`config.mk`:
```
export PLATFORM = sky130hd
export DESIGN_NAME = addsub_slice_sequencer
export DESIGN_NICKNAME = d
export VERILOG_FILES = /design/src/rtl/addsub_slice_sequencer.sv
export SDC_FILE = /design/constraint.sdc
export NUM_CORES = 1
export LEC_CHECK = 0
export ABC_AREA = 1
export CAP_MARGIN = 20
export CELL_PAD_IN_SITES_DETAIL_PLACEMENT = 1
export CELL_PAD_IN_SITES_GLOBAL_PLACEMENT = 1
export CORE_MARGIN = 2
export CORE_UTILIZATION = 35
export DETAILED_ROUTE_END_ITERATION = 6
export GPL_ROUTABILITY_DRIVEN = 0
export PLACE_DENSITY_LB_ADDON = 0.15
export SETUP_SLACK_MARGIN = 0.5
export SYNTH_ARGS = -nofsm -noshare
export SYNTH_HDL_FRONTEND = slang
export SYNTH_SLANG_ARGS = --single-unit
```
`constraint.sdc`:
```
create_clock -name clk -period 2.1 [get_ports clk]
set_input_delay 0.315 -clock clk [delete_from_list [all_inputs] [get_ports clk]]
set_output_delay 0.315 -clock clk [all_outputs]
set_load 0.01 [all_outputs]
```
`src/rtl/addsub_slice_sequencer.sv`:
```
// addsub_slice_sequencer
// Time-multiplexes one shared N-bit add/sub slice over a W = N*SLICES operand.
// Two modes:
//   - mode = 0: full-width. Carry/borrow is chained from slice 0 (LSB) upward.
//   - mode = 1: SIMD. Each slice is an independent lane with its own add/sub select.
// One slice is processed per cycle. The result is held in DONE until it is consumed.
// Optional build macro ADDSUB_SEQ_OVF_EN adds the res_ovf signed-overflow output
// for full-width operations.
module addsub_slice_sequencer #(
  parameter int N      = 4,
  parameter int SLICES = 4,
  localparam int W     = N * SLICES
) (
  input  logic              clk,
  input  logic              rst,
  input  logic              start_valid,
  output logic              start_ready,
  input  logic              mode,
  input  logic              mode_func,
  input  logic [SLICES-1:0] func_lanes,
  input  logic [W-1:0]      op_a,
  input  logic [W-1:0]      op_b,
  input  logic              cin,
  output logic              slc_mode,
  output logic              slc_mode_func,
  output logic              slc_func,
  output logic [N-1:0]      slc_a,
  output logic [N-1:0]      slc_b,
  output logic              slc_c,
  input  logic [N+1:0]      slc_result,
  output logic              res_valid,
  input  logic              res_ready,
  output logic [W-1:0]      res_data,
  output logic [SLICES-1:0] lane_flags
`ifdef ADDSUB_SEQ_OVF_EN
  ,
  output logic              res_ovf
`endif
);

  localparam int KW = (SLICES > 1) ? $clog2(SLICES) : 1;
  localparam logic [KW-1:0] K_LAST = KW'(SLICES - 1);

  localparam logic [1:0] S_IDLE = 2'd0;
  localparam logic [1:0] S_RUN  = 2'd1;
  localparam logic [1:0] S_DONE = 2'd2;

  logic [1:0]        state;
  logic [KW-1:0]     k;
  logic              mode_lat;
  logic              mf_lat;
  logic [SLICES-1:0] fl_lat;
  logic [W-1:0]      a_lat;
  logic [W-1:0]      b_lat;
  logic              cin_lat;
  logic              carry;
  logic              cur_sub;
  logic              flag;

  // Carry out of an add is bit N.
  // A subtract borrows when the signed N+2-bit result is negative.
  function automatic logic slice_flag(input logic sub, input logic [N+1:0] r);
    return sub ? r[N+1] : r[N];
  endfunction

`ifdef ADDSUB_SEQ_OVF_EN
  // Two's-complement overflow of the full-width result, taken from the MSBs.
  function automatic logic signed_ovf(input logic sub, input logic a_msb,
                                      input logic b_msb, input logic r_msb);
    if (sub) return (a_msb != b_msb) && (r_msb != a_msb);
    else     return (a_msb == b_msb) && (r_msb != a_msb);
  endfunction
`endif

  assign start_ready = (state == S_IDLE);
  assign res_valid   = (state == S_DONE);

  // Select the op for the current slice and extract its carry/borrow flag.
  always_comb begin
    cur_sub = mode_lat ? fl_lat[k] : mf_lat;
    flag    = slice_flag(cur_sub, slc_result);
  end

  // Drive the shared slice only while running; hold it at zero otherwise.
  always_comb begin
    slc_mode      = 1'b0;
    slc_mode_func = 1'b0;
    slc_func      = 1'b0;
    slc_a         = '0;
    slc_b         = '0;
    slc_c         = 1'b0;
    if (state == S_RUN) begin
      slc_mode      = mode_lat;
      slc_mode_func = mf_lat;
      slc_func      = fl_lat[k];
      slc_a         = a_lat[k*N +: N];
      slc_b         = b_lat[k*N +: N];
      if (!mode_lat) slc_c = (k == '0) ? cin_lat : carry;
    end
  end

  // Sequencer FSM: latch request, walk slices LSB first, hold result until consumed.
  always_ff @(posedge clk or posedge rst) begin
    if (rst) begin
      state      <= S_IDLE;
      k          <= '0;
      mode_lat   <= 1'b0;
      mf_lat     <= 1'b0;
      fl_lat     <= '0;
      a_lat      <= '0;
      b_lat      <= '0;
      cin_lat    <= 1'b0;
      carry      <= 1'b0;
      res_data   <= '0;
      lane_flags <= '0;
`ifdef ADDSUB_SEQ_OVF_EN
      res_ovf    <= 1'b0;
`endif
    end else begin
      case (state)
        S_IDLE: begin
          if (start_valid) begin
            mode_lat   <= mode;
            mf_lat     <= mode_func;
            fl_lat     <= func_lanes;
            a_lat      <= op_a;
            b_lat      <= op_b;
            cin_lat    <= cin;
            carry      <= 1'b0;
            res_data   <= '0;
            lane_flags <= '0;
            k          <= '0;
`ifdef ADDSUB_SEQ_OVF_EN
            res_ovf    <= 1'b0;
`endif
            state      <= S_RUN;
          end
        end
        S_RUN: begin
          res_data[k*N +: N] <= slc_result[N-1:0];
          lane_flags[k]      <= flag;
          carry              <= flag;
          if (k == K_LAST) begin
            k     <= '0;
            state <= S_DONE;
`ifdef ADDSUB_SEQ_OVF_EN
            res_ovf <= mode_lat ? 1'b0
                     : signed_ovf(mf_lat, a_lat[W-1], b_lat[W-1], slc_result[N-1]);
`endif
          end else begin
            k <= k + KW'(1);
          end
        end
        S_DONE: begin
          if (res_ready) state <= S_IDLE;
        end
        default: state <= S_IDLE;
      endcase
    end
  end

endmodule

```
# --- After elaboration in Yosys (flattened, before gate mapping) ---
# Cells that the tools add are included.
# Widths: inputs -> output; s select.
totals:
  ff_bits: 64
  in_bits: 49
  out_inout_bits: 34
  wordCells: 61
classes:
  addsub: 2
  n_lt_le_gt_ge: 2
  n_eq_ne: 6
  shifts: 4
  n_mux: 29
  reduce_logical: 7
ops:
  columns: ["op", "n"]
  rows:
  - ["$neg 4->34", 1]
  - ["$shift 4x34->16 const A", 1]
  - ["$shiftx 4x34->16", 1]
  - ["$pmux 16 s2", 1]
  - ["$shiftx 16x5->4", 2]
  - ["$bwmux 16", 1]
  - ["$mux 16", 1]
  - ["$mux 4", 3]
  - ["$mux 1", 11]
  - ["$mux 2", 5]
  - ["$pmux 4 s2", 1]
  - ["$pmux 2 s3", 1]
  - ["$bwmux 4", 1]
  - ["$eq 2x2->1 const B", 2]
  - ["$logic_not 2->1", 2]
  - ["$ne 2x1->1 const B", 2]
  - ["$pmux 2 s2", 1]
  - ["$reduce_and 2->1", 2]
  - ["$lt 2x3->1 const B", 1]
  - ["$reduce_and 3->1", 1]
  - ["$add 2x1->2 const B", 1]
  - ["$bmux 1 s2", 1]
  - ["$demux 1 s2", 1]
  - ["$eq 2x1->1 const B", 1]
  - ["5 further kinds", 5]

# --- Longest topological paths before layout ---
# Gate-level depths: netlist of the first run.
depth:
  depth_word: 6
  mapped_depth: 8
  ltp_nobuf: 8

# --- Least setup slack after synthesis of the first run ---
# Ideal clock, no wire load.
synth_path:
  path_type: "flip-flop to output port"
  from: "reg k[0]"
  to: "out slc_c"
  arrival_time_ps: 1814
  required_ps: 1785
  slack_ps: -29
  path_stages_with_launch: 6
  n_path_buf: 1
  cell_sequence: "dfrtp_1 > inv_1 > buf_2 > ha_1 > nor2_1 > a2111oi_0"
synth_between:
  elab_chain_cells: 4
synth_lines:
  columns: ["item", "line_no", "source"]
  rows:
  - ["start: declaration", "49", "logic [KW-1:0] k;"]
  - ["start signal: assignment", "151", "k <= k + KW'(1);"]
  - ["$logic_not 2->1", "98", "if (!mode_lat) slc_c = (k == '0) ? cin_lat : carry;"]
  - ["$mux 1 (2 in a row)", "98", null]
  - ["$mux 1", "92", "if (state == S_RUN) begin"]
  - ["end: declaration", "29", "output logic slc_c,"]
# No other way between the ends.

# --- Worst setup path after layout of the first run ---
layout_path:
  from: "reg k[0]"
  to: "out slc_b[1]"
layout_between:
  elab_chain_cells: 2
layout_lines:
  columns: ["item", "line_no", "source"]
  rows:
  - ["$shiftx 16x5->4", "97", "slc_b = b_lat[k*N +: N];"]
  - ["$mux 4", "92", null]
  - ["end: declaration", "28", "output logic [N-1:0] slc_b,"]
# No other way between the ends.

==> results of run 1 <==
==> power by group through the flow <==
stage / sequential, mW / clock (mW) / combinational [mW]
floorplan: 2.05 / 0 / 1.88
global placement: 2.04 / 0 / 2.98
detailed placement: 2.05 / 0 / 3.07
CTS: 2.06 / 1.01 / 3.57
global route: 2.13 / 1.06 / 4.44
finish: 2.06 / 0.991 / 4.05
==> worst max-delay path, delay by kind of cell (launching register included) <==
family	cells	cell delay, ns
buffers and inverters	3	0.42
DFF	1	0.41
AOI/OAI and AO/OA	2	0.26
and+or+nand+nor	2	0.14
==> metrics by stage <==
stage                     instances  power [mW]  setup WS [ns]  hold slack [ns]
after global routing            597        7.63          0.114            0.370
after CTS                       589        6.63          0.173            0.354
after detailed placement        561        5.12          0.134            0.462
final                           597        7.10          0.203            0.345
after global placement          561        5.02          0.156            0.459
after floorplan                 377        3.93          0.195            0.413
==> cells by family after synthesis <==
group / after synthesis
compound gates: 51
flops: 64
simple gates: 208
fa+ha+maj: 8
buf+inv: 46
==> metal layers <==
metal	vias to the layer above	share of wire, %
met5	-	0
met4	0	1.1
met3	11	3.2
met2	63	52
met1	1433	44
li1	1413	-
==> state kept, by name (all words and copies together) (netlist names) <==
name and flops:
a_lat 16, b_lat 16, carry 1, cin_lat 1
fl_lat 4, k 2, lane_flags 4, mf_lat 1
mode_lat 1, res_data 16, state 2
==> area by class of cell <==
cell class / count / share of cell area (%)
sequential: 64 / 34.1
multi-input combinational: 267 / 32.1
timing repair buffer: 113 / 24.2
clock buffer: 10 / 2.92
tap: 108 / 2.87
inverter: 29 / 2.82
clock inverter: 6 / 0.957
==> how the worst min path moves through the flow <==
| stage | from | endpoint |
|---|---|---|
| CTS | rst | cin_lat |
| global route | rst | cin_lat |
| finish | rst | res_data[9] |
| global placement | b_lat[7] | b_lat[7] |
| detailed placement | b_lat[7] | b_lat[7] |
| floorplan | res_ready | state[1] |
==> placed cells by master, fill, tap and decap left out, drive strengths merged, types with 9 or more instances in the layout <==
master	netlist	final
nand3	30	30
nor2	29	29
o21ai	33	33
dfrtp	64	64
buf	15	40
clkbuf	2	14
inv	29	27
clkdlybuf4s50	0	61
nand2	145	145
a21oi	9	9
==> repair_timing <==
| action | in CTS | in global routing |
|---|---|---|
| setup buffers | 11 | 7 |
| cloned | 1 | 1 |
| setup endpoints to repair | 23 | 81 |
| pin swaps | 18 | 26 |
| gates resized for setup | 98 | 57 |
==> impl_metrics.tcl, run 1 <==
set metrics [dict create \
    status "finished clean" \
    synth-edff-count 0 \
    max_slew_margin_pct 66.5 \
    p_comb_share_pct 57.0 \
    clock_skew_ns 0.0113 \
    cts_tree "yes" \
    clock_latency_ns 0.34 \
    core_sq_um 8680 \
    synth_area_leader_cell "dfrtp_1" \
    regToRegSetupSlack_ns 0.29 \
    min_period_ns 1.90 \
    fin_nets 541 \
    slowest_delay_ns 0.41 \
    fin_crit_sh_pct 90.3 \
    ctsHoldBuffers 0 \
    drtAntennaViolNets 0 \
    grt_use_total_pct 20.1 \
    cp_max_fo 13 \
    via_per_inst 4.89 \
    syn_inst 377 \
    ir_drop_v 0.000572 \
    clockRootBuffer "clkbuf_8" \
    drc 0 \
    utilization_pct 54.3 \
    critPathCapture "slc_b[1]" \
    die_h_um 98.3 \
    synth_ff_type "dfrtp_1" \
    rsz0062_at_grt "yes" \
    setup_viol 0 \
    placed_area_sq_um 4050 \
    p_sw_share_pct 43.9 \
    synth_top_family_by_area "simple AND/OR/NAND/NOR gates" \
    reg2reg_depth 12 \
    syn_area_sq_um 3110 \
    wl_per_cell_um 16.0 \
    critPathCaptureType "output pin" \
    drv_slew 0 \
    synth_area_leaders "dfrtp_1 (51%), nand2_1 (17%), o21ai_0 (4.8%)" \
    finalInstanceArea_sq_um 4710 \
    fin_tns_setup_ns 0 \
    p_int_mw 3.99 \
    use_met2_pct 35.1 \
    synth_nets 434 \
    yosys_warnings 0 \
    synth.distinct_cells 28 \
    grt_max_degree 48 \
    first_pass_iters 4 \
    start_kind "flop" \
    initial_core_util_pct 35.8 \
    slowest_stage "dfrtp_2" \
    drt_iter0_drc 75 \
    power_frac_seq_pct 29.1 \
    cts_buffer_depth 2 \
    p_clk_share_pct 14.0 \
    syn_area_per_cell_sq_um 8.25 \
    yosys.area_share.xor_xnor_pct 0 \
    overflow 0 \
    tightest_slew_ns 0.502 \
    grt_use_met1_pct 25.8 \
    yosysTopAreaCellShare_pct 51.5 \
    yosys.area_share.simple_pct 28.6 \
    worstPathArrival_ns 1.58 \
    worstSetupStartpoint "k[0]" \
    synth_mux_area_share_pct 0 \
    switchingPower_mw 3.11 \
    dieWidth_um 98.3 \
    hold_class "in2async" \
    die_area_sq_um 9660 \
    synth_compound_area_share_pct 8.93 \
    drive_gt1_share_pct 25.2 \
    num_vias 2920 \
    yosysMostFrequentCell "nand2_1" \
    routed_wirelength_um 9560 \
    area_delta_synth_final_pct 51.4 \
    antenna_found_initial 0 \
    clock.fmax_ghz 0.527 \
    crit_type "reg2out" \
    nFillCells 1036 \
    cp.required_ns 1.78 \
    r2r_end "lane_flags[2]" \
    antenna_cells 0 \
    maxCapViolCount 0 \
    seq_area_sq_um 1600 \
    multiInputGateArea_sq_um 1510 \
    hpwl_um 6000 \
    synth_commonest_cells "nand2_1 (141), dfrtp_1 (64), o21ai_0 (30), nand3_1 (28), nor2_1 (27)" \
    powerDensity_nw_per_um2 1510 \
    p_leak_nw 2.36 \
    async_reset_ff_share_pct 100 \
    use_met3_pct 3.72 \
    clock_sinks 64 \
    cts_max_level 3 \
    rows 34 \
    synth-seq-area-share_pct 51.5 \
    grt_pass1_wl_um 15500 \
    top_usage_layer "met2" \
    grt_pass1_vias 3143 \
    portBuffers 82 \
    synth-adder-area-share_pct 3.22 \
    rr_startpoint "k[0]" \
    ioPinCount 83 \
    cp_cell_sequence "buf_4 > buf_12 > nor2_1 > nor2_1 > o21ai_0 > a21oi_1 > buf_2" \
    ys_ff_latch 64 \
    cpMostUsedCell "nor2_1" \
    cts_made_buffers 9 \
    clk_pin_slew_worst_paths_ns 0.08 \
    finalHoldViolations 0 \
]
Note: power is estimated with default switching activity, not from simulation.
==> inputs of run 2 (changes only) <==
- HOLD_SLACK_MARGIN: default -> 0.12
==> results of run 2 <==
Final layout, timing and power as in run 1 (identical DEF).
==> inputs of run 3 (changes only) <==
- HOLD_SLACK_MARGIN: 0.12 -> 0.06
==> results of run 3 <==
Final layout, timing and power as in run 1 (identical DEF).
